### src/rtl/id_scoreboard.sv
// Register scoreboard for the ID stage: tracks in-flight register writes per
// architectural register and raises a combinational issue stall on RAW hazards or counter saturation.
module id_scoreboard #(
  parameter int unsigned REG_NUM = 32,
  parameter int unsigned ADDR_W  = 5,
  parameter int unsigned NUM_SRC = 2,
  parameter int unsigned CNT_W   = 2,
  parameter int unsigned PERF_W  = 16
) (
  input  logic                      Clk,
  input  logic                      Reset,
  input  logic                      issue_valid,
  input  logic                      issue_RegWrite,
  input  logic [ADDR_W-1:0]         issue_WriteRegister,
  input  logic [NUM_SRC*ADDR_W-1:0] issue_src,
  input  logic [NUM_SRC-1:0]        issue_src_used,
  input  logic                      retire_valid,
  input  logic [ADDR_W-1:0]         retire_WriteRegister,
  output logic                      ID_stall,
  output logic [REG_NUM-1:0]        pending,
  output logic [PERF_W-1:0]         stall_count,
  output logic                      sb_error
);

  localparam logic [CNT_W-1:0]  CNT_MAX  = '1;
  localparam logic [CNT_W-1:0]  CNT_ONE  = CNT_W'(1);
  localparam logic [PERF_W-1:0] PERF_MAX = '1;

  logic [CNT_W-1:0] cnt      [REG_NUM];
  logic [CNT_W-1:0] cnt_next [REG_NUM];
  logic             raw_hazard;
  logic             waw_hazard;
  logic             issue_accept;
  logic             retire_err;

  // Register 0 and addresses beyond REG_NUM are never tracked.
  function automatic logic addr_tracked(input logic [ADDR_W-1:0] a);
    logic hit;
    hit = 1'b0;
    for (int unsigned r = 1; r < REG_NUM; r++) begin
      if (a == ADDR_W'(r)) hit = 1'b1;
    end
    return hit;
  endfunction

  function automatic logic [CNT_W-1:0] cnt_of(input logic [ADDR_W-1:0] a);
    logic [CNT_W-1:0] c;
    c = '0;
    for (int unsigned r = 1; r < REG_NUM; r++) begin
      if (a == ADDR_W'(r)) c = cnt[r];
    end
    return c;
  endfunction

  // A source whose last outstanding write is retiring this cycle is bypassed from WB.
  function automatic logic src_hazard(input logic [ADDR_W-1:0] a);
    logic [CNT_W-1:0] c;
    c = cnt_of(a);
    return (c != '0) &&
           !((c == CNT_ONE) && retire_valid && (retire_WriteRegister == a));
  endfunction

  always_comb begin
    raw_hazard = 1'b0;
    for (int unsigned k = 0; k < NUM_SRC; k++) begin
      if (issue_src_used[k] && src_hazard(issue_src[k*ADDR_W +: ADDR_W])) raw_hazard = 1'b1;
    end
    waw_hazard = issue_RegWrite &&
                 (cnt_of(issue_WriteRegister) == CNT_MAX) &&
                 !(retire_valid && (retire_WriteRegister == issue_WriteRegister));
    ID_stall     = issue_valid && (raw_hazard || waw_hazard);
    issue_accept = issue_valid && !ID_stall && issue_RegWrite &&
                   addr_tracked(issue_WriteRegister);
    retire_err   = retire_valid && addr_tracked(retire_WriteRegister) &&
                   (cnt_of(retire_WriteRegister) == '0);
  end

  // Per-register counter update; a same-cycle issue and retire cancel out.
  always_comb begin
    for (int unsigned r = 0; r < REG_NUM; r++) begin
      logic inc;
      logic dec;
      cnt_next[r] = cnt[r];
      inc = issue_accept && (issue_WriteRegister == ADDR_W'(r));
      dec = retire_valid && (retire_WriteRegister == ADDR_W'(r));
      if (r == 0) begin
        cnt_next[r] = '0;
      end else if (inc && !dec) begin
        cnt_next[r] = cnt[r] + CNT_ONE;
      end else if (dec && !inc && (cnt[r] != '0)) begin
        cnt_next[r] = cnt[r] - CNT_ONE;
      end
    end
  end

  always_ff @(posedge Clk) begin
    if (Reset) begin
      for (int unsigned r = 0; r < REG_NUM; r++) cnt[r] <= '0;
      pending     <= '0;
      stall_count <= '0;
      sb_error    <= 1'b0;
    end else begin
      for (int unsigned r = 0; r < REG_NUM; r++) begin
        cnt[r]     <= cnt_next[r];
        pending[r] <= (r != 0) && (cnt_next[r] != '0);
      end
      if (ID_stall && (stall_count != PERF_MAX)) stall_count <= stall_count + PERF_W'(1);
      if (retire_err) sb_error <= 1'b1;
    end
  end

endmodule

### config.mk
export PLATFORM = sky130hd
export DESIGN_NAME = id_scoreboard
export DESIGN_NICKNAME = d
export VERILOG_FILES = /design/src/rtl/id_scoreboard.sv
export SDC_FILE = /design/constraint.sdc
export NUM_CORES = 1
export LEC_CHECK = 0
export ABC_AREA = 1
export BUFFER_PORTS_ARGS = -buffer_cell sky130_fd_sc_hd__buf_4
export CAP_MARGIN = 20
export CORE_ASPECT_RATIO = 0.7
export CORE_UTILIZATION = 45
export CTS_CLUSTER_DIAMETER = 30
export DETAILED_ROUTE_END_ITERATION = 12
export HOLD_SLACK_MARGIN = 0.15
export SLEW_MARGIN = 20
export SYNTH_ARGS = -nofsm -noshare
export SYNTH_HDL_FRONTEND = slang
export SYNTH_SLANG_ARGS = --single-unit
export TNS_END_PERCENT = 30
### constraint.sdc
create_clock -name Clk -period 5.3 [get_ports Clk]
set_clock_uncertainty 0.05 [all_clocks]
set_input_delay 1.06 -clock Clk [delete_from_list [all_inputs] [get_ports Clk]]
set_output_delay 1.06 -clock Clk [all_outputs]
set_load 0.05 [all_outputs]
**Word-level counts from Yosys, hierarchy flattened**

Memories as Yosys holds them, arrays and structs flattened.
Cells that the tools add are included.

- Register bits after elaboration: 49
- Memory bits (writable): 64
- Bits of input ports: 27
- Output and inout port bits: 50
- Logic and storage cells: 821
- Memories: 1

- $add $sub $neg: 63
- Equal/unequal tests: 131
- Multiplexer cells: 285
- Bitwise logic cells: 32
- Reduce and logical (&&, ||, !) cells: 305

Memory list:

| name | depth | width | rd ports | clocked after memory_dff | write ports | RTL line | source |
|---|---|---|---|---|---|---|---|
| cnt | 32 | 2 | 31 | 0 | 32 | 29 | `logic [CNT_W-1:0] cnt [REG_NUM];` |

Operators by type and width:

| operator | number |
|---|---|
| $mux W2 | 218 |
| $eq A5 B5 Y1 const B | 64 |
| $logic_and A1 B1 Y1 | 173 |
| $eq A5 B4 Y1 const B | 32 |
| $reduce_bool A2 Y1 | 64 |
| $eq A5 B3 Y1 const B | 16 |
| $mux W1 | 67 |
| $logic_not A1 Y1 | 66 |
| $add A2 B1 Y2 const B | 31 |
| $sub A2 B1 Y2 const B | 31 |
| $eq A5 B2 Y1 const B | 8 |
| $or A1 B1 Y1 | 32 |
| $eq A5 B1 Y1 const B | 4 |
| $add A16 B1 Y16 const B | 1 |
| $ne A16 B16 Y1 const B | 1 |
| $eq A5 B5 Y1 | 3 |
| $eq A2 B1 Y1 const B | 2 |
| $eq A2 B2 Y1 const B | 1 |
| $logic_not A2 Y1 | 1 |
| $logic_or A1 B1 Y1 | 1 |

**Depth between registers and ports, before layout**

- Word-level depth: 53
- Mapped depth: 40
- Gate-level depth less buffers: 39

**Worst setup path after synthesis**

No wires, ideal clock.

- Path kind: input to output
- From: input port issue_WriteRegister[2]
- To: output port ID_stall
- Arrival: 3.421 ns
- Required time: 4.190 ns
- Setup slack: 0.769 ns
- Stages: 30
- Buffers on the path: 1
- Cell sequence: buf_2 > nor2_1 > nand2_1 > nor2_1 > inv_2 > nor2_2 > nand2_1 > nand4_1 > nand2_1 > nand2_1 > nand2_1 > nand2_1 > nand2_1 > nand3_1 > nand2_1 > nand2_1 > nand2_1 > nand2_1 > nand2_1 > nand2_1 > nand2_1 > nand2_1 > nand3_1 > nand2_1 > nand2_1 > nand3_1 > nand2_1 > inv_2 > nor2_4 > nor2_2

- Longest elaborated chain between the ends: 37
- Elaborated cells between the ends (all ways): 70
- Those cells by class: eq/ne (33); mux (31); reduce/logical (6)

Ends and longest elaborated chain:

| what | RTL line | source |
|---|---|---|
| start, declared | 14 | `input logic [ADDR_W-1:0] issue_WriteRegister,` |
| $eq A5 B1 Y1 | 50 | `if (a == ADDR_W'(r)) c = cnt[r];` |
| $mux W2 (31 in series) | 50 |  |
| $eq A2 B2 Y1 | 69 | `(cnt_of(issue_WriteRegister) == CNT_MAX) &&` |
| $logic_and A1 B1 Y1 | 68 | `waw_hazard = issue_RegWrite &&` |
| $logic_and A1 B1 Y1 * | 69 |  |
| $logic_or A1 B1 Y1 * | 71 | `ID_stall = issue_valid && (raw_hazard \|\| waw_hazard);` |
| $logic_and A1 B1 Y1 * | 71 |  |
| end, declared | 19 | `output logic ID_stall,` |

Mark *: on every way between the ends. The rest lies on a longest branch, timed or not.

**Final worst setup path**

- From: input port issue_WriteRegister[4]
- To: output port ID_stall

The elaborated chain is that of the path after synthesis.

==> report_table.html <==
<table>
<tr><th>Metric</th><th>Value</th></tr>
<tr><th colspan="2">STA</th></tr>
<tr><td>Total count of max-transition violations in the final report</td><td>0</td></tr>
<tr><td>Upper clock frequency limit</td><td>198 MHz</td></tr>
<tr><td>Time the final worst path needs with I/O delays and setup</td><td>5040 ps</td></tr>
<tr><td>Final-report hold violation count</td><td>0</td></tr>
<tr><td>Setup TNS</td><td>0 ps</td></tr>
<tr><td>Fin crit share</td><td>0.951</td></tr>
<tr><td>Final Worst Setup Slack</td><td>259 ps</td></tr>
<tr><td>Slew at the pin closest to its max-slew limit</td><td>720 ps</td></tr>
<tr><td>Total setup violations reported at the end of the flow</td><td>0</td></tr>
<tr><td>RSZ-0062 raised after global routing</td><td>false</td></tr>
<tr><td>Slew HR</td><td>0.518</td></tr>
<tr><td>Smallest hold slack</td><td>408 ps</td></tr>
<tr><th colspan="2">Floorplan</th></tr>
<tr><td>Ports</td><td>77</td></tr>
<tr><td>Die ar.</td><td>21500 um^2</td></tr>
<tr><td>Die span in x</td><td>175 um</td></tr>
<tr><td>Row count</td><td>43</td></tr>
<tr><td>Std-Cell Core Area</td><td>20100 um^2</td></tr>
<tr><td>Initial Util</td><td>0.467</td></tr>
<tr><td>DIE HEIGHT</td><td>123 um</td></tr>
<tr><th colspan="2">Place</th></tr>
<tr><td>Count of port buffers added during placement</td><td>75</td></tr>
<tr><td>Sum of net half-perimeters after detailed placement</td><td>28900 um</td></tr>
<tr><td>GPL Wtd Cong</td><td>1.09</td></tr>
<tr><td>Pre-CTS worst setup slack</td><td>179 ps</td></tr>
<tr><th colspan="2">Logic synthesis</th></tr>
<tr><td>Leading cell type by number of instances after synthesis</td><td>nand2_1</td></tr>
<tr><td>Cells after Synth</td><td>1698</td></tr>
<tr><td>Post-synth net total</td><td>1757</td></tr>
<tr><td>Post-synth top area cell</td><td>dfxtp_1</td></tr>
<tr><td>Number of synthesized register bits</td><td>110</td></tr>
<tr><td>Area share of the leading cell type in the synthesized netlist</td><td>0.234</td></tr>
<tr><td>Share of flip-flops with an asynchronous set or reset</td><td>0</td></tr>
<tr><td>Yosys cell types</td><td>39</td></tr>
<tr><td>Most instantiated flip-flop cell in the synthesis netlist</td><td>dfxtp_1</td></tr>
<tr><td>Syn_area_per_cell</td><td>5.53 um^2</td></tr>
<tr><td>Sequential fraction of the synthesis area</td><td>0.234</td></tr>
<tr><td>Number of enable-type register cells in the synthesized netlist</td><td>0</td></tr>
<tr><td>Post-synthesis cell area</td><td>9400 um^2</td></tr>
<tr><td>Cell types with the largest area share after synthesis</td><td>dfxtp_1 23%, nand2_1 21%, nand3_1 12%, inv_1 12%, nor2_1 7.1%</td></tr>
<tr><td>Most common library cells after synthesis</td><td>526 x nand2_1, 292 x inv_1, 225 x nand3_1</td></tr>
<tr><td>Syn. warnings</td><td>0</td></tr>
<tr><th colspan="2">Global routing</th></tr>
<tr><td>Total Routing Usage GR</td><td>0.346</td></tr>
<tr><td>Largest net degree at the start of global routing</td><td>46</td></tr>
<tr><td>Global-route wire length before repair</td><td>56800 um</td></tr>
<tr><td>Congestion Overflow GR</td><td>0</td></tr>
<tr><td>Initial antenna violation count</td><td>1</td></tr>
<tr><td>Via count of the first global-routing pass</td><td>10.1k</td></tr>
<tr><th colspan="2">Cells and area</th></tr>
<tr><td>Fill cell instance count of the final layout</td><td>2172</td></tr>
<tr><td>Final core utilization</td><td>0.536</td></tr>
<tr><td>Net count of the finished layout</td><td>1837</td></tr>
<tr><td>Share of cells above drive strength 1</td><td>0.0881</td></tr>
<tr><td>Area Growth Syn to Fin</td><td>14.7%</td></tr>
<tr><th colspan="2">Min path</th></tr>
<tr><td>Path type of the worst min-delay path</td><td>reg -&gt; reg</td></tr>
<tr><th colspan="2">Drt</th></tr>
<tr><td>Number of vias in the routed layout</td><td>11.4k</td></tr>
<tr><td>Wire length on met3</td><td>4760 um</td></tr>
<tr><td>Metal-1 WL</td><td>16800 um</td></tr>
<tr><td>Uppermost layer routed</td><td>met4</td></tr>
<tr><td>First-pass iteration count of the detailed router</td><td>6</td></tr>
<tr><td>Antenna Nets Post-Route</td><td>0</td></tr>
<tr><td>Mean number of vias per cell</td><td>5.57</td></tr>
<tr><td>WL final</td><td>36300 um</td></tr>
<tr><td>Routed length on met2</td><td>14000 um</td></tr>
<tr><td>Wire per inst</td><td>17.7 um</td></tr>
<tr><td>Remaining design rule violation count</td><td>0</td></tr>
<tr><td>Count of routing violations after the opening detailed-route iteration</td><td>1245</td></tr>
<tr><th colspan="2">CTS</th></tr>
<tr><td>Source-to-sink clock delay at the later pin of the worst-skew pair</td><td>380 ps</td></tr>
<tr><td>Clock-pin slew on the worst setup and hold paths</td><td>70 ps</td></tr>
<tr><td>Number of levels the H-tree was split into</td><td>3</td></tr>
<tr><td>Count of clock tree sinks</td><td>110</td></tr>
<tr><td>Buffer cell driving the clock tree root</td><td>clkbuf_16</td></tr>
<tr><td>Bufs on Longest Clock Path</td><td>2</td></tr>
<tr><td>CTS tree</td><td>done</td></tr>
<tr><td>Clock buffers created by TritonCTS</td><td>9</td></tr>
<tr><th colspan="2">Critical path</th></tr>
<tr><td>Library cell contributing the largest single delay on the critical path</td><td>nor2_4</td></tr>
<tr><td>Worst path most repeated cell</td><td>nand2_1</td></tr>
<tr><td>CP peak stage delay</td><td>230 ps</td></tr>
<tr><td>Type of destination of the critical path</td><td>output pin</td></tr>
<tr><td>Kind of critical path</td><td>in -&gt; out</td></tr>
<tr><td>Largest fanout on the critical path</td><td>13</td></tr>
<tr><td>Data required time at the worst endpoint</td><td>4190 ps</td></tr>
<tr><td>Startpoint types</td><td>input port</td></tr>
<tr><td>CP Data Arrival Time</td><td>3930 ps</td></tr>
<tr><th colspan="2">Pwr</th></tr>
<tr><td>PwrDens</td><td>188 nW/um^2</td></tr>
<tr><td>Power consumption</td><td>2030 uW</td></tr>
<tr><td>Static Leak</td><td>0.00538 uW</td></tr>
<tr><td>Worst ir drop on vdd</td><td>0.217 mV</td></tr>
<tr><th colspan="2">Run</th></tr>
<tr><td># Max-Cap Violations</td><td>0</td></tr>
<tr><th colspan="2">Run status</th></tr>
<tr><td>Result of the run</td><td>finished, final reports clean</td></tr>
</table>
==> report_power, final <==
| group | total (uW) | internal, uW | switching (uW) | leakage, uW |
|---|---|---|---|---|
| Combinational | 373 | 96.4 | 277 | 0.00432 |
| Sequential | 841 | 833 | 7.26 | 0.000887 |
| Clock | 814 | 479 | 335 | 0.000171 |
| Total | 2030 | 1410 | 619 | 0.00538 |
==> layout by cell type, fill, tap and decap left out, drive strengths merged, types with 4 or more instances in the layout <==
cell,instances
o2111ai,4
nand3,225
buf,111
a21oi,50
o22ai,8
a221oi,7
inv,306
dfxtp,110
nand2,527
nand4,103
clkbuf,10
nor4,7
ha,32
xor2,5
nor2,185
nor3,43
o21ai,22
a31oi,4
==> metrics by stage <==
step | instance area, um^2 | std cells
5_1_grt | 10800 | 2053
2_1_floorplan | 9400 | 1698
3_3_place_gp | 10400 | 2036
4_1_cts | 10700 | 2052
3_5_place_dp | 10400 | 2036
6_report | 10800 | 2054
==> cell families (layout without fill, tap and decap cells) <==
| group | after synthesis | in the layout | share of synthesized area |
|---|---|---|---|
| AND/OR/NAND/NOR | 1095 | 1095 | 0.509 |
| other | 1 | 2 | 0.000399 |
| adder cells (fa/ha/maj) | 32 | 32 | 0.0426 |
| flip-flops | 110 | 110 | 0.234 |
| XOR/XNOR | 7 | 7 | 0.00652 |
| AO/OA/AOI/OAI | 105 | 105 | 0.0651 |
| buffers and inverters | 348 | 433 | 0.142 |
==> layer usage <==
| layer | vias to the layer above | global-route usage |
|---|---|---|
| li1 | 5637 | - |
| met3 | 56 | 0.124 |
| met2 | 590 | 0.478 |
| met5 | - | 0 |
| met4 | 0 | 0.104 |
| met1 | 5160 | 0.495 |
==> area by class of cell <==
class,count,area [um^2],area share
timing repair buffer,111,846,0.0785
antenna,1,2.50,0.000232
sequential,110,2200,0.204
multi-input combinational,1240,5880,0.546
clock buffer,10,239,0.0222
inverter,306,1150,0.107
tap,270,338,0.0313
clock inverter,6,118,0.0109
==> critical path, delay by kind of cell <==
kind | cells | cell delay (ps)
buffers and inverters | 4 | 590
and+or+nand+nor | 29 | 2250
==> sequential cells by signal (all words and copies together), names as in the netlist <==
name,count
sb_error,1
pending,31
stall_count,16
cnt,62
==> final timing paths <==
check / startpoint / endpoint / slack [ps] / cells after the start
max reg2reg: cnt[0][6] / pending[26] / 1460 / 31
min: sb_error / sb_error / 410 / 2
max: issue_WriteRegister[4] / ID_stall / 260 / 33
min reg2reg: sb_error / sb_error / 410 / 2
==> what timing repair did <==
item                                    4_1_cts  5_1_grt
endpoints found under the setup margin        0        1
resized for setup                             0        8
hold buffers                                  0        0
setup buffers                                 0        1
Note: power is estimated with default switching activity, not from simulation.
